## config.mk

```make
export PLATFORM = sky130hd
export DESIGN_NAME = wb_regfile_slave
export DESIGN_NICKNAME = d
export VERILOG_FILES = /design/src/rtl/wb_regfile_slave.sv
export SDC_FILE = /design/constraint.sdc
export NUM_CORES = 1
export LEC_CHECK = 0
export BUFFER_PORTS_ARGS = -buffer_cell sky130_fd_sc_hd__buf_4
export CAP_MARGIN = 20
export CORE_MARGIN = 4
export CORE_UTILIZATION = 59
export DETAILED_ROUTE_END_ITERATION = 16
export GPL_ROUTABILITY_DRIVEN = 0
export HOLD_SLACK_MARGIN = 0.05
export PLACE_DENSITY = 0.86
export SYNTH_ARGS = -nofsm -noshare
export SYNTH_HDL_FRONTEND = slang
export SYNTH_SLANG_ARGS = --single-unit
```

## constraint.sdc

```tcl
create_clock -name wb_clk_i -period 10.5 [get_ports wb_clk_i]
set_clock_uncertainty 0.2 [all_clocks]
set_input_delay 2.1 -clock wb_clk_i [delete_from_list [all_inputs] [get_ports wb_clk_i]]
set_output_delay 2.1 -clock wb_clk_i [all_outputs]
set_load 0.1 [all_outputs]
```

## src/rtl/wb_regfile_slave.sv

```systemverilog
// Wishbone classic register file slave: config registers, W1C interrupt pending,
// interrupt mask and read-only status, with programmable ack wait states.
module wb_regfile_slave #(
   parameter int ADDR_WIDTH   = 8,
   parameter int DATA_WIDTH   = 32,
   parameter int NUM_CFG_REGS = 4,
   parameter int NUM_IRQ      = 8,
   parameter int STATUS_WIDTH = 16,
   parameter int ACK_WAIT     = 1
) (
   input  logic                             wb_clk_i,
   input  logic                             wb_rst_i,
   input  logic [ADDR_WIDTH-1:0]            wb_adr_i,
   input  logic [DATA_WIDTH-1:0]            wb_dat_i,
   input  logic [DATA_WIDTH/8-1:0]          wb_sel_i,
   input  logic                             wb_we_i,
   input  logic                             wb_cyc_i,
   input  logic                             wb_stb_i,
   output logic [DATA_WIDTH-1:0]            wb_dat_o,
   output logic                             wb_ack_o,
   output logic                             wb_err_o,
   output logic                             wb_int_o,
   input  logic [NUM_IRQ-1:0]               irq_i,
   input  logic [STATUS_WIDTH-1:0]          status_i,
   output logic [NUM_CFG_REGS*DATA_WIDTH-1:0] cfg_o
);

   localparam int SEL_W = DATA_WIDTH / 8;
   localparam int SHIFT = $clog2(SEL_W);
   localparam logic [ADDR_WIDTH-1:0] IDX_PEND = ADDR_WIDTH'(NUM_CFG_REGS);
   localparam logic [ADDR_WIDTH-1:0] IDX_MASK = ADDR_WIDTH'(NUM_CFG_REGS + 1);
   localparam logic [ADDR_WIDTH-1:0] IDX_STAT = ADDR_WIDTH'(NUM_CFG_REGS + 2);

   typedef enum logic [1:0] {IDLE, WAIT, RESP} state_t;

   function automatic logic [DATA_WIDTH-1:0] lane_mask(input logic [SEL_W-1:0] sel);
      logic [DATA_WIDTH-1:0] m;
      for (int j = 0; j < SEL_W; j++) m[j*8 +: 8] = {8{sel[j]}};
      return m;
   endfunction

   function automatic logic [DATA_WIDTH-1:0] lane_merge(input logic [DATA_WIDTH-1:0] old_v,
                                                        input logic [DATA_WIDTH-1:0] new_v,
                                                        input logic [SEL_W-1:0]      sel);
      return (old_v & ~lane_mask(sel)) | (new_v & lane_mask(sel));
   endfunction

   state_t                 state;
   logic [3:0]             cnt;
   logic [ADDR_WIDTH-1:0]  adr_q;
   logic [DATA_WIDTH-1:0]  dat_q;
   logic [SEL_W-1:0]       sel_q;
   logic                   we_q;
   logic [DATA_WIDTH-1:0]  cfg [NUM_CFG_REGS];
   logic [NUM_IRQ-1:0]     pend, mask, irq_prev, w1c;

   logic [ADDR_WIDTH-1:0]  acc_adr, acc_idx;
   logic [DATA_WIDTH-1:0]  acc_dat, rdata;
   logic [SEL_W-1:0]       acc_sel;
   logic                   acc_we, go_resp, hit;

   // With no wait states the response edge is the capture edge, so live bus inputs are used.
   always_comb begin
      acc_adr = (state == IDLE) ? wb_adr_i : adr_q;
      acc_dat = (state == IDLE) ? wb_dat_i : dat_q;
      acc_sel = (state == IDLE) ? wb_sel_i : sel_q;
      acc_we  = (state == IDLE) ? wb_we_i  : we_q;
      acc_idx = acc_adr >> SHIFT;
      hit     = (acc_idx <= IDX_STAT);
      go_resp = 1'b0;
      if (state == IDLE && wb_cyc_i && wb_stb_i && ACK_WAIT == 0) go_resp = 1'b1;
      if (state == WAIT && wb_cyc_i && cnt == 4'd1) go_resp = 1'b1;
      w1c = '0;
      if (go_resp && acc_we && acc_idx == IDX_PEND)
         w1c = NUM_IRQ'(acc_dat & lane_mask(acc_sel));
   end

   always_comb begin
      rdata = '0;
      for (int i = 0; i < NUM_CFG_REGS; i++)
         if (acc_idx == ADDR_WIDTH'(i)) rdata = cfg[i];
      if (acc_idx == IDX_PEND) rdata = DATA_WIDTH'(pend);
      if (acc_idx == IDX_MASK) rdata = DATA_WIDTH'(mask);
      if (acc_idx == IDX_STAT) rdata = DATA_WIDTH'(status_i);
   end

   always_ff @(posedge wb_clk_i) begin
      if (wb_rst_i) begin
         state    <= IDLE;
         cnt      <= '0;
         wb_ack_o <= 1'b0;
         wb_err_o <= 1'b0;
         wb_dat_o <= '0;
         mask     <= '0;
         for (int i = 0; i < NUM_CFG_REGS; i++) cfg[i] <= '0;
      end else begin
         case (state)
            IDLE: if (wb_cyc_i && wb_stb_i) begin
               adr_q <= wb_adr_i;
               dat_q <= wb_dat_i;
               sel_q <= wb_sel_i;
               we_q  <= wb_we_i;
               if (ACK_WAIT == 0) state <= RESP;
               else begin
                  state <= WAIT;
                  cnt   <= 4'(ACK_WAIT);
               end
            end
            WAIT: begin
               cnt <= cnt - 4'd1;
               if (!wb_cyc_i) state <= IDLE;
               else if (cnt == 4'd1) state <= RESP;
            end
            RESP: begin
               state    <= IDLE;
               wb_ack_o <= 1'b0;
               wb_err_o <= 1'b0;
               wb_dat_o <= '0;
            end
            default: state <= IDLE;
         endcase
         if (go_resp) begin
            if (hit) begin
               wb_ack_o <= 1'b1;
               wb_dat_o <= acc_we ? '0 : rdata;
               if (acc_we) begin
                  for (int i = 0; i < NUM_CFG_REGS; i++)
                     if (acc_idx == ADDR_WIDTH'(i)) cfg[i] <= lane_merge(cfg[i], acc_dat, acc_sel);
                  if (acc_idx == IDX_MASK)
                     mask <= NUM_IRQ'(lane_merge(DATA_WIDTH'(mask), acc_dat, acc_sel));
               end
            end else begin
               wb_err_o <= 1'b1;
               wb_dat_o <= '0;
            end
         end
      end
   end

   // A new rising edge outranks a simultaneous W1C clear of the same bit.
   always_ff @(posedge wb_clk_i) begin
      if (wb_rst_i) begin
         irq_prev <= '0;
         pend     <= '0;
         wb_int_o <= 1'b0;
      end else begin
         irq_prev <= irq_i;
         pend     <= (pend & ~w1c) | (irq_i & ~irq_prev);
         wb_int_o <= |(pend & mask);
      end
   end

   for (genvar g = 0; g < NUM_CFG_REGS; g++) begin : g_cfg
      assign cfg_o[g*DATA_WIDTH +: DATA_WIDTH] = cfg[g];
   end

endmodule
```

**Word level (Yosys, flattened, before mapping)**

Memory sizes are Yosys's and may differ from the RTL's.
Index checks and enable logic that the tools add are counted.

- Word-level logic and storage cells: 123
- Bits in registers: 110
- Output and inout bits: 163
- Memories: 1
- Memory bits (writable): 128
- Bits of input ports: 73

- Reductions and logical operators: 14
- $lt $le $gt $ge: 1
- Eq/ne operators: 11
- Muxes and demuxes: 59
- Bitwise gates (word level): 23
- Add/sub/neg operators: 1

Memories:

| name | words | bits a word | rd ports | clocked after memory_dff | wr ports | RTL line | text |
|---|---|---|---|---|---|---|---|
| cfg | 4 | 32 | 4 | 0 | 4 | 54 | `logic [DATA_WIDTH-1:0] cfg [NUM_CFG_REGS];` |

Operator list:

| kind | number |
|---|---|
| two-way mux 32 bit | 16 |
| bitwise AND 32 bit | 5 |
| bitwise OR 32 bit | 4 |
| two-way mux 1 bit | 34 |
| bitwise AND 8 bit | 4 |
| inverter 32 bit | 1 |
| == test 6 x 3 -> 1 bit, second input constant | 3 |
| two-way mux 8 bit | 2 |
| inverter 8 bit | 2 |
| bitwise OR 8 bit | 2 |
| == test 6 x 2 -> 1 bit, second input constant | 2 |
| zero test 8 bit | 1 |
| two-way mux 4 bit | 2 |
| one-hot mux 4 bit (2 select lines) | 1 |
| OR reduction 8 bit | 1 |
| == test 6 x 1 -> 1 bit, second input constant | 1 |
| less-or-equal comparator 6 x 3 -> 1 bit, second input constant | 1 |
| two-way mux 2 bit | 3 |
| logical AND 1 bit | 5 |
| == test 4 x 1 -> 1 bit, second input constant | 1 |
| bitwise OR 1 bit | 4 |
| one-hot mux 2 bit (2 select lines) | 1 |
| AND reduction 2 bit | 2 |
| AND reduction 4 bit | 1 |
| 9 further kinds | 10 |

**Longest topological paths before layout**

- Depth after elaboration: 13
- Mapped depth: 11
- Depth with buffers taken out: 8

**Worst setup path after synthesis**

OpenSTA, ideal clock, no wires.

- Path type: input -> register
- Start: input wb_rst_i
- End: register adr_q[2], enable pin
- Library setup time: 496 ps
- Required time: 9804 ps
- Slack: 4293 ps
- Arrival: 5511 ps
- Buffers on the path: 2
- Stages: 3
- Cell sequence: buf_1 clkbuf_1 nor3_1

- Cells in the longest elaborated chain, start to end: 2

Ends and longest elaborated chain:

| element | RTL line | text |
|---|---|---|
| from (decl) | 12 | `input logic wb_rst_i,` |
| inverter 1 bit (no source line) | -- |  |
| AND reduction 3 bit (no source line) | -- |  |
| to (signal assigned) | 99 | `adr_q <= wb_adr_i;` |
| to (decl) | 50 | `logic [ADDR_WIDTH-1:0] adr_q;` |

No other way between the ends.
A chain may end at the register's enable or synchronous reset.

==> results.rst <==
.. list-table::
   :header-rows: 1

   * - Metric
     - Value
   * - Post-synth cell types
     - between 60 and 70
   * - Global routing usage on met1
     - 41.90%
   * - Number of warning messages in the yosys log
     - 0
   * - Startpoint type of the worst setup path
     - input pin
   * - Worst-path cell with the longest stage delay
     - sky130_fd_sc_hd__a22o_1
   * - Clock tree buffer depth
     - 3
   * - # DRC
     - 0
   * - Die Wd
     - 142.5 um
   * - Share of flip-flops with an asynchronous set or reset
     - 0%
   * - Path class of the lowest-slack min-delay path
     - reg -> reg
   * - Max-cap violations
     - 0
   * - TritonCTS clock tree
     - built
   * - CP max stage delay
     - between 800 and 900 ps
   * - Reg2Reg Launch Point
     - state[1]
   * - Row cnt
     - 48
   * - Number of enable flip-flop cells after synthesis
     - around 170
   * - Post-Synthesis Cell Area
     - 10670 um2
   * - Syn Area/Cell
     - 10.27 um2
   * - Via density
     - 6.408
   * - 1st-iter DRT viols
     - about 1.2k
   * - Iteration count of the initial detailed-routing pass
     - 7
   * - Number of top-level pins
     - 236
   * - Clk sink count
     - between 200 and 250
   * - Worst-margin pin slew
     - 1153 ps
   * - Number of buffers inserted for hold repair after clock tree synthesis
     - 0
   * - Class of the most critical setup path
     - in -> reg
   * - Most used cells in the layout excluding fill and tap cells
     - 249 x sky130_fd_sc_hd__buf_4, 171 x sky130_fd_sc_hd__edfxtp_1, 157 x sky130_fd_sc_hd__nand2_1
   * - Starting utilization of the core area
     - 60.83%
   * - Y dimension of the die
     - around 140 um
   * - Average wire length per cell after detail routing
     - 22.70 um
   * - Power per unit of standard cell area
     - 168.5 nW/um2
   * - Worst hold path startpoint
     - wb_dat_o[28]
   * - Syn-to-layout area delta
     - 26.62%
   * - Clock slew at the register clock pins of the worst setup and hold paths
     - ~70 ps
   * - Final worst path period need
     - roughly 4800 ps
   * - Met3 global-route usage
     - 7.359%
   * - Share of post-route cells with drive strength above 1
     - 25.33%
   * - Setup Buffers After CTS
     - 0
   * - Max Clk Rate
     - 0.2089 GHz
   * - Final wirelength
     - around 34000 um
   * - Number of flip-flops and latches in the synthesized netlist
     - 236
   * - Hold violation total from the final report
     - 0
   * - Count of cells resized by post-cts repair
     - 0
   * - Maximum number of pins on one net before global-route repair
     - 50
   * - GRT Total Usage
     - 31.70%
   * - Setup-violating endpoint count in the final report
     - 0
   * - Detailed placement HPWL
     - between 20000 and 25000 um
   * - Final-stage net count
     - 1328
   * - Setup_tns
     - 0 ps
   * - Headroom to the max-slew limit
     - 22.83%
   * - Via count of the first global-routing pass
     - 9150
   * - Outcome
     - finished, final reports clean
   * - Endpoint required time on the critical path
     - 10670 ps
   * - CTS Root Buffer Type
     - sky130_fd_sc_hd__clkbuf_16
   * - Critical Path Source
     - wb_adr_i[6]
   * - Flip-flop cell with the highest count after synthesis
     - sky130_fd_sc_hd__edfxtp_1
   * - Crit path capture type
     - flip-flop
   * - Largest voltage drop on the vdd net
     - 0.1321 mV
   * - Number of input and output port buffers inserted
     - approximately 230
   * - Cells along the critical path
     - buf_4 > nor4_2 > a22o_1 > nand2_1 > buf_4 > nor2_1
   * - Residual overflow from global routing
     - 0
   * - Register area share after synthesis
     - about three fifths
   * - First-pass GRT wire length
     - 50510 um
   * - Highest fanout seen on the critical path
     - 17
   * - Commonest non-fill, non-tap cell in the layout
     - sky130_fd_sc_hd__buf_4
   * - Max-slew violation count
     - 0
   * - Post-synthesis net count
     - 1114
   * - H-tree depth
     - 1
   * - Busiest layer in global routing
     - met2
   * - Cell occurring most often along the worst timing path
     - sky130_fd_sc_hd__buf_4
   * - Final Non-Filler Cells
     - 1496
   * - Number of clock buffers inserted by TritonCTS
     - 24
   * - Final cycle utilization of the critical path
     - 45.59%
   * - Number of standard cells after synthesis
     - roughly 1.0k
   * - Full die area
     - 20300 um2
   * - Number of antenna violations at the first check in global routing
     - 0
   * - Met2 global-route usage
     - 52.65%
   * - Post-Place Cells
     - approximately 1.4k
   * - Clock Latency Late Sink
     - between 500 and 600 ps
   * - RSZ-0062 raised after global routing
     - no
   * - Via count
     - approximately 9.6k
   * - Final antenna diode count
     - 0
   * - Antenna-violating nets left
     - 0
   * - Total leakage power
     - 5.290 nW
   * - Area of the core
     - between 15000 and 20000 um2
   * - CP arrival
     - 4960 ps
[final cells by class]
class / count / area [um2]
repair buffers: 254 / 1978
multi-input cells: 731 / 3959
clock inverters: 15 / 180.2
inverters: 6 / 22.52
fillers: 1171 / 4029
flip-flops and latches: 236 / 6436
clock buffers: 29 / 650.6
well taps: 225 / 281.5
[synth_stat cells, drive strengths merged, types with 13 or more instances]
| cell | number | area (um2) |
|---|---|---|
| a22oi | 25 | 192.7 |
| nor2 | 132 | 503.0 |
| nand2b | 18 | 112.6 |
| nand3 | 33 | 165.2 |
| o21ai | 154 | 770.7 |
| nand2 | 157 | 589.3 |
| o211ai | 13 | 97.59 |
| buf | 21 | 122.6 |
| edfxtp | 171 | 5135 |
| dfxtp | 65 | 1301 |
| a21oi | 81 | 405.4 |
| clkbuf | 45 | 168.9 |
| mux2i | 20 | 203.9 |
| nor2b | 13 | 81.33 |
[flip-flops by register name, summed over array words and instances (netlist names), named ones only]
register  cells
cfg         128
dat_q        32
wb_dat_o     32
irq_prev      8
pend          8
adr_q         6
cnt           4
sel_q         4
state         2
wb_ack_o      1
wb_err_o      1
wb_int_o      1
we_q          1
[worst max-delay path, delay by kind of cell]
family	cells	cell delay (ps)
AO/OA/AOI/OAI	1	830
buffers and inverters	2	570
AND/OR/NAND/NOR	3	1440
[power by group]
| part | internal (mW) | total (mW) | switching (mW) |
|---|---|---|---|
| logic | 0.0798 | 0.321 | 0.241 |
| registers | 1.03 | 1.05 | 0.0246 |
| clock network | 0.540 | 0.906 | 0.366 |
[per-layer routing]
metal | vias up | share of wire (%)
met5 | - | 0
met1 | 4497 | 35
li1 | 4223 | -
met2 | 774 | 48
met4 | 0 | 2.8
met3 | 93 | 14
[final timing paths]
| check | end | slack [ps] | depth (start not counted) |
|---|---|---|---|
| worst max register to register | cfg[1][9] | 6730 | 7 |
| worst min-delay path | wb_dat_o[28] | 250 | 2 |
| worst max-delay path | cfg[3][27] | 5710 | 6 |
| worst min register to register | wb_dat_o[28] | 250 | 2 |
[kinds of logic after synthesis]
family	count (synthesis)	share of synthesized area, %
AND/OR/NAND/NOR	379	15.87
AO/OA/AOI/OAI	327	18.44
flip-flops	236	60.33
buffers and inverters	72	2.944
multiplexers	21	2.017
XOR/XNOR	2	0.1642
adder cells (fa/ha/maj)	2	0.2345
[per-stage QoR]
step / total power [mW] / worst slack, ps / cell area (um2) / hold slack (ps) / util, %
floorplan: 1.284 / 4293 / 10670 / 262.5 / -
global placement: 1.372 / 5336 / 12570 / 236.5 / 71.67
detailed placement: 1.378 / 5249 / 12580 / 243.7 / 71.75
CTS: 2.268 / 5777 / 13410 / 254.6 / 76.49
global route: 2.332 / 5580 / 13510 / 276.9 / 77.03
finish: 2.276 / 5713 / 13510 / 253.0 / 77.03
Power figures use the tool's default switching activity.
